File: config.mk
export PLATFORM = sky130hd
export DESIGN_NAME = jtag_user_regbank
export DESIGN_NICKNAME = d
export VERILOG_FILES = /design/src/rtl/jtag_user_regbank.sv
export SDC_FILE = /design/constraint.sdc
export NUM_CORES = 1
export LEC_CHECK = 0
export BUFFER_PORTS_ARGS = -buffer_cell sky130_fd_sc_hd__buf_2
export CORE_ASPECT_RATIO = 1.4
export CORE_UTILIZATION = 40
export CTS_BUF_LIST = sky130_fd_sc_hd__clkbuf_8
export CTS_CLUSTER_DIAMETER = 80
export DETAILED_ROUTE_END_ITERATION = 10
export SLEW_MARGIN = 20
export SYNTH_ARGS = -nofsm -noshare
export SYNTH_HDL_FRONTEND = slang
export SYNTH_SLANG_ARGS = --single-unit
File: constraint.sdc
create_clock -name CLK25 -period 1.8 [get_ports CLK25]
set_input_delay 0.09 -clock CLK25 [delete_from_list [all_inputs] [get_ports CLK25]]
set_output_delay 0.09 -clock CLK25 [all_outputs]
set_load 0.01 [all_outputs]
File: src/rtl/jtag_user_regbank.sv
// Bank of NREGS configuration registers behind a BSCAN user instruction/data path.
// All BSCAN signals are oversampled on CLK25; read-back, length check, write protect and soft reset.
module jtag_user_regbank #(
   parameter int                        NREGS      = 8,
   parameter int                        DATA_W     = 8,
   parameter int                        IR_W       = 4,
   parameter logic [NREGS*DATA_W-1:0]   DEF_VALUES = '0,
   parameter logic [NREGS-1:0]          WPROT      = '0
) (
   input  logic                       CLK25,
   input  logic                       RST_B,
   input  logic                       DRCK,
   input  logic                       SEL_IR,
   input  logic                       SEL_DR,
   input  logic                       SHIFT,
   input  logic                       UPDATE,
   input  logic                       TDI,
   output logic                       TDO,
   output logic [NREGS-1:0]           FSEL,
   output logic [NREGS*DATA_W-1:0]    REG_Q,
   output logic [NREGS-1:0]           UPD_STB,
   output logic                       LEN_ERR
);

   localparam int SW    = (DATA_W > IR_W) ? DATA_W : IR_W;
   localparam int CNT_W = $clog2(DATA_W + 2);
   localparam int IDX_W = (NREGS > 1) ? $clog2(NREGS) : 1;
   localparam logic [CNT_W-1:0] CNT_FULL = CNT_W'(DATA_W);
   localparam logic [CNT_W-1:0] CNT_SAT  = CNT_W'(DATA_W + 1);
   localparam logic [IR_W-1:0]  IR_NREGS = IR_W'(NREGS);

   typedef enum logic [1:0] {IDLE, SH_IR, SH_DR, UPD} state_t;

   // Bit order of the synchroniser bundle: {DRCK, SEL_IR, SEL_DR, SHIFT, UPDATE, TDI}
   logic [5:0]                    sync1_q, sync2_q;
   logic                          drck_d3_q, upd_d3_q;
   state_t                        state_q;
   logic [SW-1:0]                 shadow_q;
   logic [SW-1:0]                 shadow_sh;
   logic [CNT_W-1:0]              cnt_q;
   logic                          ir_mode_q;
   logic                          bypass_q;
   logic [IDX_W-1:0]              sel_idx_q;
   logic [NREGS-1:0]              fsel_q;
   logic [NREGS-1:0][DATA_W-1:0]  regs_q;
   logic [NREGS-1:0]              upd_stb_q;
   logic                          len_err_q;
   logic                          tdo_q;
   logic [IR_W-1:0]               ir_new;

   logic drck_s, sel_ir_s, sel_dr_s, shift_s, upd_s, tdi_s;
   logic drck_rise, upd_rise;

   assign drck_s    = sync2_q[5];
   assign sel_ir_s  = sync2_q[4];
   assign sel_dr_s  = sync2_q[3];
   assign shift_s   = sync2_q[2];
   assign upd_s     = sync2_q[1];
   assign tdi_s     = sync2_q[0];
   assign drck_rise = drck_s & ~drck_d3_q;
   assign upd_rise  = upd_s & ~upd_d3_q;
   assign ir_new    = shadow_q[IR_W-1:0];

   // TDI enters at the MSB of whichever chain is active (IR, DR, or 1-bit bypass).
   always_comb begin
      shadow_sh = shadow_q >> 1;
      if (ir_mode_q)
         shadow_sh[IR_W-1] = tdi_s;
      else if (bypass_q)
         shadow_sh[0] = tdi_s;
      else
         shadow_sh[DATA_W-1] = tdi_s;
   end

   always_ff @(posedge CLK25 or negedge RST_B) begin
      if (!RST_B) begin
         sync1_q   <= '0;
         sync2_q   <= '0;
         drck_d3_q <= 1'b0;
         upd_d3_q  <= 1'b0;
         state_q   <= IDLE;
         shadow_q  <= '0;
         cnt_q     <= '0;
         ir_mode_q <= 1'b0;
         bypass_q  <= 1'b1;
         sel_idx_q <= '0;
         fsel_q    <= '0;
         regs_q    <= DEF_VALUES;
         upd_stb_q <= '0;
         len_err_q <= 1'b0;
         tdo_q     <= 1'b0;
      end else begin
         sync1_q   <= {DRCK, SEL_IR, SEL_DR, SHIFT, UPDATE, TDI};
         sync2_q   <= sync1_q;
         drck_d3_q <= drck_s;
         upd_d3_q  <= upd_s;
         upd_stb_q <= '0;
         tdo_q     <= shadow_q[0];

         if (!sel_ir_s && !sel_dr_s) begin
            state_q <= IDLE;
         end else begin
            case (state_q)
               IDLE: begin
                  if (shift_s && sel_ir_s) begin
                     state_q   <= SH_IR;
                     ir_mode_q <= 1'b1;
                     bypass_q  <= 1'b0;
                     shadow_q  <= SW'(2'b01);
                     cnt_q     <= '0;
                  end else if (shift_s && sel_dr_s) begin
                     state_q   <= SH_DR;
                     ir_mode_q <= 1'b0;
                     cnt_q     <= '0;
                     if (fsel_q == '0) begin
                        bypass_q <= 1'b1;
                        shadow_q <= '0;
                     end else begin
                        bypass_q <= 1'b0;
                        shadow_q <= SW'(regs_q[sel_idx_q]);
                     end
                  end
               end
               SH_IR, SH_DR: begin
                  // A DRCK edge in the same cycle as UPDATE is shifted before the update acts.
                  if (drck_rise) begin
                     shadow_q <= shadow_sh;
                     if (cnt_q != CNT_SAT)
                        cnt_q <= cnt_q + 1'b1;
                  end
                  if (upd_rise)
                     state_q <= UPD;
               end
               UPD: begin
                  state_q <= IDLE;
                  if (ir_mode_q) begin
                     if (ir_new < IR_NREGS) begin
                        fsel_q    <= NREGS'(1) << ir_new;
                        sel_idx_q <= ir_new[IDX_W-1:0];
                     end else if (&ir_new) begin
                        regs_q    <= DEF_VALUES;
                        len_err_q <= 1'b0;
                        upd_stb_q <= '1;
                        fsel_q    <= '0;
                     end else begin
                        fsel_q <= '0;
                     end
                  end else if (fsel_q != '0) begin
                     if (cnt_q != CNT_FULL) begin
                        len_err_q <= 1'b1;
                     end else if (!WPROT[sel_idx_q]) begin
                        regs_q[sel_idx_q] <= shadow_q[DATA_W-1:0];
                        upd_stb_q         <= NREGS'(1) << sel_idx_q;
                        len_err_q         <= 1'b0;
                     end
                  end
               end
               default: state_q <= IDLE;
            endcase
         end
      end
   end

   assign TDO     = tdo_q;
   assign FSEL    = fsel_q;
   assign REG_Q   = regs_q;
   assign UPD_STB = upd_stb_q;
   assign LEN_ERR = len_err_q;

endmodule

* Word-level counts from Yosys, hierarchy flattened
Memory sizes are Yosys's and may differ from the RTL's.
Index checks and enable logic that the tools add are counted.
** Word-level totals
- ROM bits :: 8
- Register bits after elaboration :: 115
- Input bits :: 8
- Memories :: 1
- Word-level logic and storage cells :: 123
** Memories
- (no name shown) :: depth 8, bits a word 1, read ports 1, clocked after memory_dff 0, wr ports 0, line 151 : end else if (!WPROT[sel_idx_q]) begin
** Operators by class
- Add/subtract/negate cells :: 1
- Magnitude comparators :: 3
- Equal/unequal tests :: 15
- Shift-type cells :: 2
- Multiplexer cells :: 52
- Bitwise gates (word level) :: 5
- Reduce and logical (&&, ||, !) cells :: 22
** Operator list (count)
- $mux 64 :: 6
- $mux 8 :: 15
- $bwmux 64 :: 1
- $bmux 8 s3 :: 1
- $demux 8 s3 :: 1
- $mux 1 :: 17
- $mux 4 :: 4
- $pmux 8 s2 :: 1
- $ne 4x4->1 const B :: 3
- $reduce_and 4->1 :: 3
- $ne 2x2->1 const B :: 5
- $ne 3x3->1 const B :: 3
- $logic_not 8->1 :: 1
- $mux 2 :: 4
- $pmux 4 s2 :: 1
- $reduce_bool 8->1 :: 1
- $shl 1x3->8 const A :: 1
- $shl 1x4->8 const A :: 1
- $reduce_and 7->1 :: 1
- $pmux 2 s3 :: 1
- $reduce_and 3->1 :: 2
- $reduce_and 6->1 :: 1
- $reduce_bool 2->1 :: 3
- $reduce_and 5->1 :: 1
- other kinds (14) :: 22

* Logic depth before layout (Yosys ltp)
- Depth after elaboration :: 9
- Gate-level depth with buffers :: 7
- Depth with buffers taken out :: 6

* Worst setup path before layout
OpenSTA, ideal clock, no wires.
- Kind :: register -> register
- From :: reg state_q[0]
- To :: reg cnt_q[3]
- Buffers on the path :: 1
- Arrival :: 1.837 ns
- Cell stages (with the launch flop) :: 7
- Setup slack :: -0.113 ns
- Period minus slack after synthesis :: 1.913 ns
- Library setup time :: 0.076 ns
- Cell sequence :: dfrtp_1 > inv_1 > ha_1 > clkbuf_1 > a2111o_1 > or4_1 > o21ai_1
** Between the ends
- Cells in the longest elaborated chain, start to end :: 4
- Elaborated cells on any way between the ends :: 10
- Those cells by class :: 5 x eq/ne; 1 x mux; 4 x reduce/logical
** RTL lines
- start: declaration :: line 37 : state_t state_q;
- start signal: assignment :: line 81 : state_q <= IDLE;
- start signal: assignment :: line 101 : state_q <= IDLE;
- start signal: assignment :: line 106 : state_q <= SH_IR;
- $eq 2x1->1 / $eq 2x2->1 (equally long branches) :: line 103 : case (state_q)
- $reduce_or 2->1 :: line 103
- $ne 2x2->1 (no source line) / $reduce_bool 2->1 (equally long branches)
- $reduce_and 5->1 (no source line)
- end signal: assignment :: line 129 : cnt_q <= cnt_q + 1'b1;
- end: declaration :: line 40 : logic [CNT_W-1:0] cnt_q;
Parallel ways exist; a longest one is shown, timed or not.
A chain may end at the register's enable or synchronous reset.

* Final worst setup path
- From :: reg fsel_q[0], in the netlist FSEL[0]
- To :: reg regs_q (netlist bit REG_Q[45])
** Between the ends
- Cells in the longest elaborated chain, start to end :: 3
** RTL lines
- start: declaration :: line 44 : logic [NREGS-1:0] fsel_q;
- start signal: assignment :: line 138 : fsel_q <= NREGS'(1) << ir_new;
- $reduce_bool 8->1 :: line 148 : end else if (fsel_q != '0) begin
- $reduce_bool 2->1 (no source line)
- $reduce_and 7->1 (no source line)
- end signal: indexed assignment :: line 152 : regs_q[sel_idx_q] <= shadow_q[DATA_W-1:0];
- end: declaration :: line 45 : logic [NREGS-1:0][DATA_W-1:0] regs_q;
No other way between the ends.

==> key figures <==
Outcome
  • Outcome: finished with violations
  • Failing checks: setup timing

Yosys
  • Number of synthesized flops with an enable pin: 0
  • Synth Area in Adders: 0.0164
  • Synth Register Bits: 115
  • Async set-reset flop share out of synthesis: 1.00
  • Synth area leader: dfrtp_1
  • Compound-Gate Fraction of Synth Area: 0.239
  • Synth top area cells: dfrtp_1, a32o_1, mux2i_1
  • Yosys warns: 0
  • Yosys top cell area share: 0.534
  • Largest family of logic cells by synthesized area: compound AO/OA/AOI/OAI gates
  • Mapped Area: 0.00534 mm^2
  • Avg Cell Area, Syn: 12.1 um^2
  • Post-Synth XOR/XNOR Area: 0
  • Syn Nets: 457
  • Mux contribution to synthesized area: 0.0550
  • Distinct cells, synth: 54
  • Synth Flop Type: dfrtp_1
  • Post-synthesis sequential area ratio: 0.539
  • Mapped Cells: 442
  • Post-Synth Simple-Gate Area: 0.0965

Routing
  • Via-to-Cell Ratio: 5.85
  • Starting DRC count in detailed routing: 389
  • Post-route DRC: 0
  • Via count: 4,691
  • Wire length per cell: 20.7 um
  • DRT Pass-1 Iters: 5
  • Routed WL: 16.6 mm
  • Antenna-violating nets left: 0

Global route
  • Initial antenna violation count: 0
  • Largest net degree at the start of global routing: 52
  • Tot GR Track Use: 0.237
  • First-pass GRT wire length: 25.0 mm
  • GRT overflow: 0
  • Vias in the first global route: 4,663

Worst setup path
  • Reg2reg setup slack: -0.08 ns
  • Crit path DAT: 2.19 ns
  • Reg2Reg Depth: 5
  • Critical path class: flop to flop
  • Reg2reg end: REG_Q[45]
  • Slowest-stage cell, CP: or4_4
  • Worst Setup End Kind: flop
  • Startpoint types: flop
  • Critical Path Fanout Max: 32
  • Worst r2r src: FSEL[0]
  • Worst path cell trace: or4_4, nor3_4, nor3b_4, buf_12, a32o_1
  • Crit path largest cell delay: 0.55 ns
  • Critical Path RT: 2.11 ns

Timing
  • Period Utilization, post-route: 1.04
  • Fin. Hold Viols: 0
  • Final setup violation count: 74
  • Final worst setup slack: -0.0800 ns
  • Max-slew violations: 0
  • Clock skew: 0.0115 ns
  • Worst-Margin Slew: 0.503 ns
  • Rel. slew slack: 0.663
  • Unrepaired setup endpoints after global routing: true
  • Hold WS: 0.185 ns
  • Tmin final: 1.88 ns
  • Fmax: 0.532 GHz

Place
  • Placed cell area: 0.00647 mm^2
  • DP HPWL: 11.0 mm
  • RePlAce Congestion: 0.786
  • Buffers added on ports: 89
  • Placed Cells: 749

Cells and area
  • Final nets: 626
  • Antenna fix cells: 0
  • Utilization after layout: 0.571
  • Layout cells sized above 1: 0.434
  • Final Instance Count excl. Fillers: 802
  • Finished Cell Area: 0.00739 mm^2
  • Syn-to-layout area delta: 38.3%

Power
  • Pwr/cell area: 1070 mW/mm^2
  • Clock power share: 0.299
  • Comb power frac: 0.334
  • Max VDD drop: 557 uV
  • Seq pwr share: 0.367
  • Sw Pwr: 2.68 mW
  • Final Power: 7.91 mW
  • Sw frac: 0.338
  • Pleak: 3.48 nW
  • Int Pwr: 5.24 mW

Flow run
  • Max Cap Viol: 0

Floorplanning
  • Total core area: 0.0129 mm^2
  • Die height: 139 um
  • Die Width: 99.7 um
  • # rows: 49
  • I/O pin cnt: 90
  • Initial core utilization: 0.413
  • Die area: 0.0138 mm^2

Clock tree
  • TritonCTS clock tree: built
  • CTS Sinks: 115
  • Clock transition at path regs: 0.07 ns
  • H-tree depth: 4
  • Root Driver: clkbuf_8
  • Num CTS Buffers: 17
  • Maximum clock path buffer count: 2
  • Latest clock arrival within the worst-skew pair: 0.43 ns

Hold path
  • Hold Crit Class: primary input to async pin
## worst max-delay path: cells and delay by family, from the launching register on
family                 cells  cell delay [ns]
AO/OA/AOI/OAI              1             0.26
buffers and inverters      1             0.18
flip-flops                 1             0.41
AND/OR/NAND/NOR            3             0.92
## layout make-up
type                            count  area, um^2
Clock buffer                       20         275
Timing Repair Buffer              185        1340
Tap cell                          178         223
Inverter                           22        82.6
Sequential cell                   115        2880
Multi-Input combinational cell    270        2470
Fill cell                        1129        5550
Clock inverter                     12         116
## cells in the mapped netlist, drive strengths merged (6+ instances only)
| cell | count |
|---|---|
| o21ai | 20 |
| mux2i | 17 |
| dfrtp | 114 |
| a21oi | 7 |
| nand2 | 26 |
| a22oi | 8 |
| nor2 | 6 |
| a32o | 64 |
| clkbuf | 12 |
| inv | 22 |
| a211oi | 8 |
| ha | 7 |
| buf | 27 |
| o211ai | 6 |
| nor2b | 14 |
| a221oi | 6 |
| nand2b | 9 |
| nand3 | 8 |
## layer usage
metal,track usage,up-vias,wire length [um]
met3,0.0439,34,908
met5,0,-,0
met4,0.103,0,524
li1,-,2066,-
met2,0.414,170,8900
met1,0.281,2421,6280
## logic make-up (layout without fill, tap and decap cells)
group           Yosys count  after routing
simple gates             87             87
fa+ha+maj                 7              7
flops                   115            115
buf+inv                  61            239
compound gates          148            152
mux                      24             24
## how the worst max path moves through the flow
stage	start	cells past startpoint	endpoint
6_report	FSEL[0]	5	REG_Q[45]
5_1_grt	FSEL[0]	5	REG_Q[9]
4_1_cts	FSEL[0]	5	REG_Q[14]
3_5_place_dp	FSEL[4]	6	UPD_STB[1]
3_3_place_gp	state_q[0]	7	shadow_q[2]
2_1_floorplan	state_q[1]	6	cnt_q[3]
## per-stage QoR
stage	setup TNS, ns	worst slack [ns]
floorplan	-2.16	-0.0538
global placement	-2.68	-0.0519
detailed placement	-5.11	-0.104
CTS	-4.25	-0.0882
global route	-8.08	-0.137
finish	-3.80	-0.0800
## repair_timing
item                                    in CTS  in global routing
hold buffers                                 7                  0
endpoints found under the setup margin      83                 90
setup buffers                                2                  8
gates cloned                                 0                  4
pin swaps                                   33                 16
endpoints found under the hold margin       38                  0
gates resized for setup                     27                 30
## power by group through the flow
stage | sequential [mW] | clock (mW) | combinational [mW]
floorplan | 2.95 | 0 | 1.24
global placement | 2.93 | 0 | 2.13
detailed placement | 2.93 | 0 | 2.18
CTS | 2.90 | 2.40 | 2.40
global route | 2.92 | 2.52 | 2.85
finish | 2.90 | 2.36 | 2.65
## cells in the final DEF, fill, tap and decap left out, types with 4 or more instances in the layout
cell / n
a211oi_2: 5
a21oi_1: 6
a221oi_1: 6
a22oi_1: 5
a31oi_1: 5
a32o_1: 64
buf_12: 9
buf_2: 88
buf_4: 72
buf_6: 7
clkbuf_8: 20
clkinv_2: 5
dfrtp_1: 114
dlygate4sd3_1: 7
ha_1: 4
inv_1: 22
mux2i_1: 17
mux4_2: 4
nand2_1: 23
nand2b_1: 9
nand3_1: 6
nand4_1: 5
nor2_1: 5
nor2b_1: 14
o211ai_1: 6
o21ai_0: 7
o21ai_2: 7
o21ai_4: 7
## registers in the layout, indices dropped and copies added, names as in the netlist, 2 cells and up
| signal | cells |
|---|---|
| sync2_q | 6 |
| sync1_q | 6 |
| REG_Q | 64 |
| cnt_q | 4 |
| sel_idx_q | 3 |
| shadow_q | 8 |
| UPD_STB | 8 |
| state_q | 2 |
| FSEL | 8 |
No activity file was read; power rests on OpenSTA's default activity.
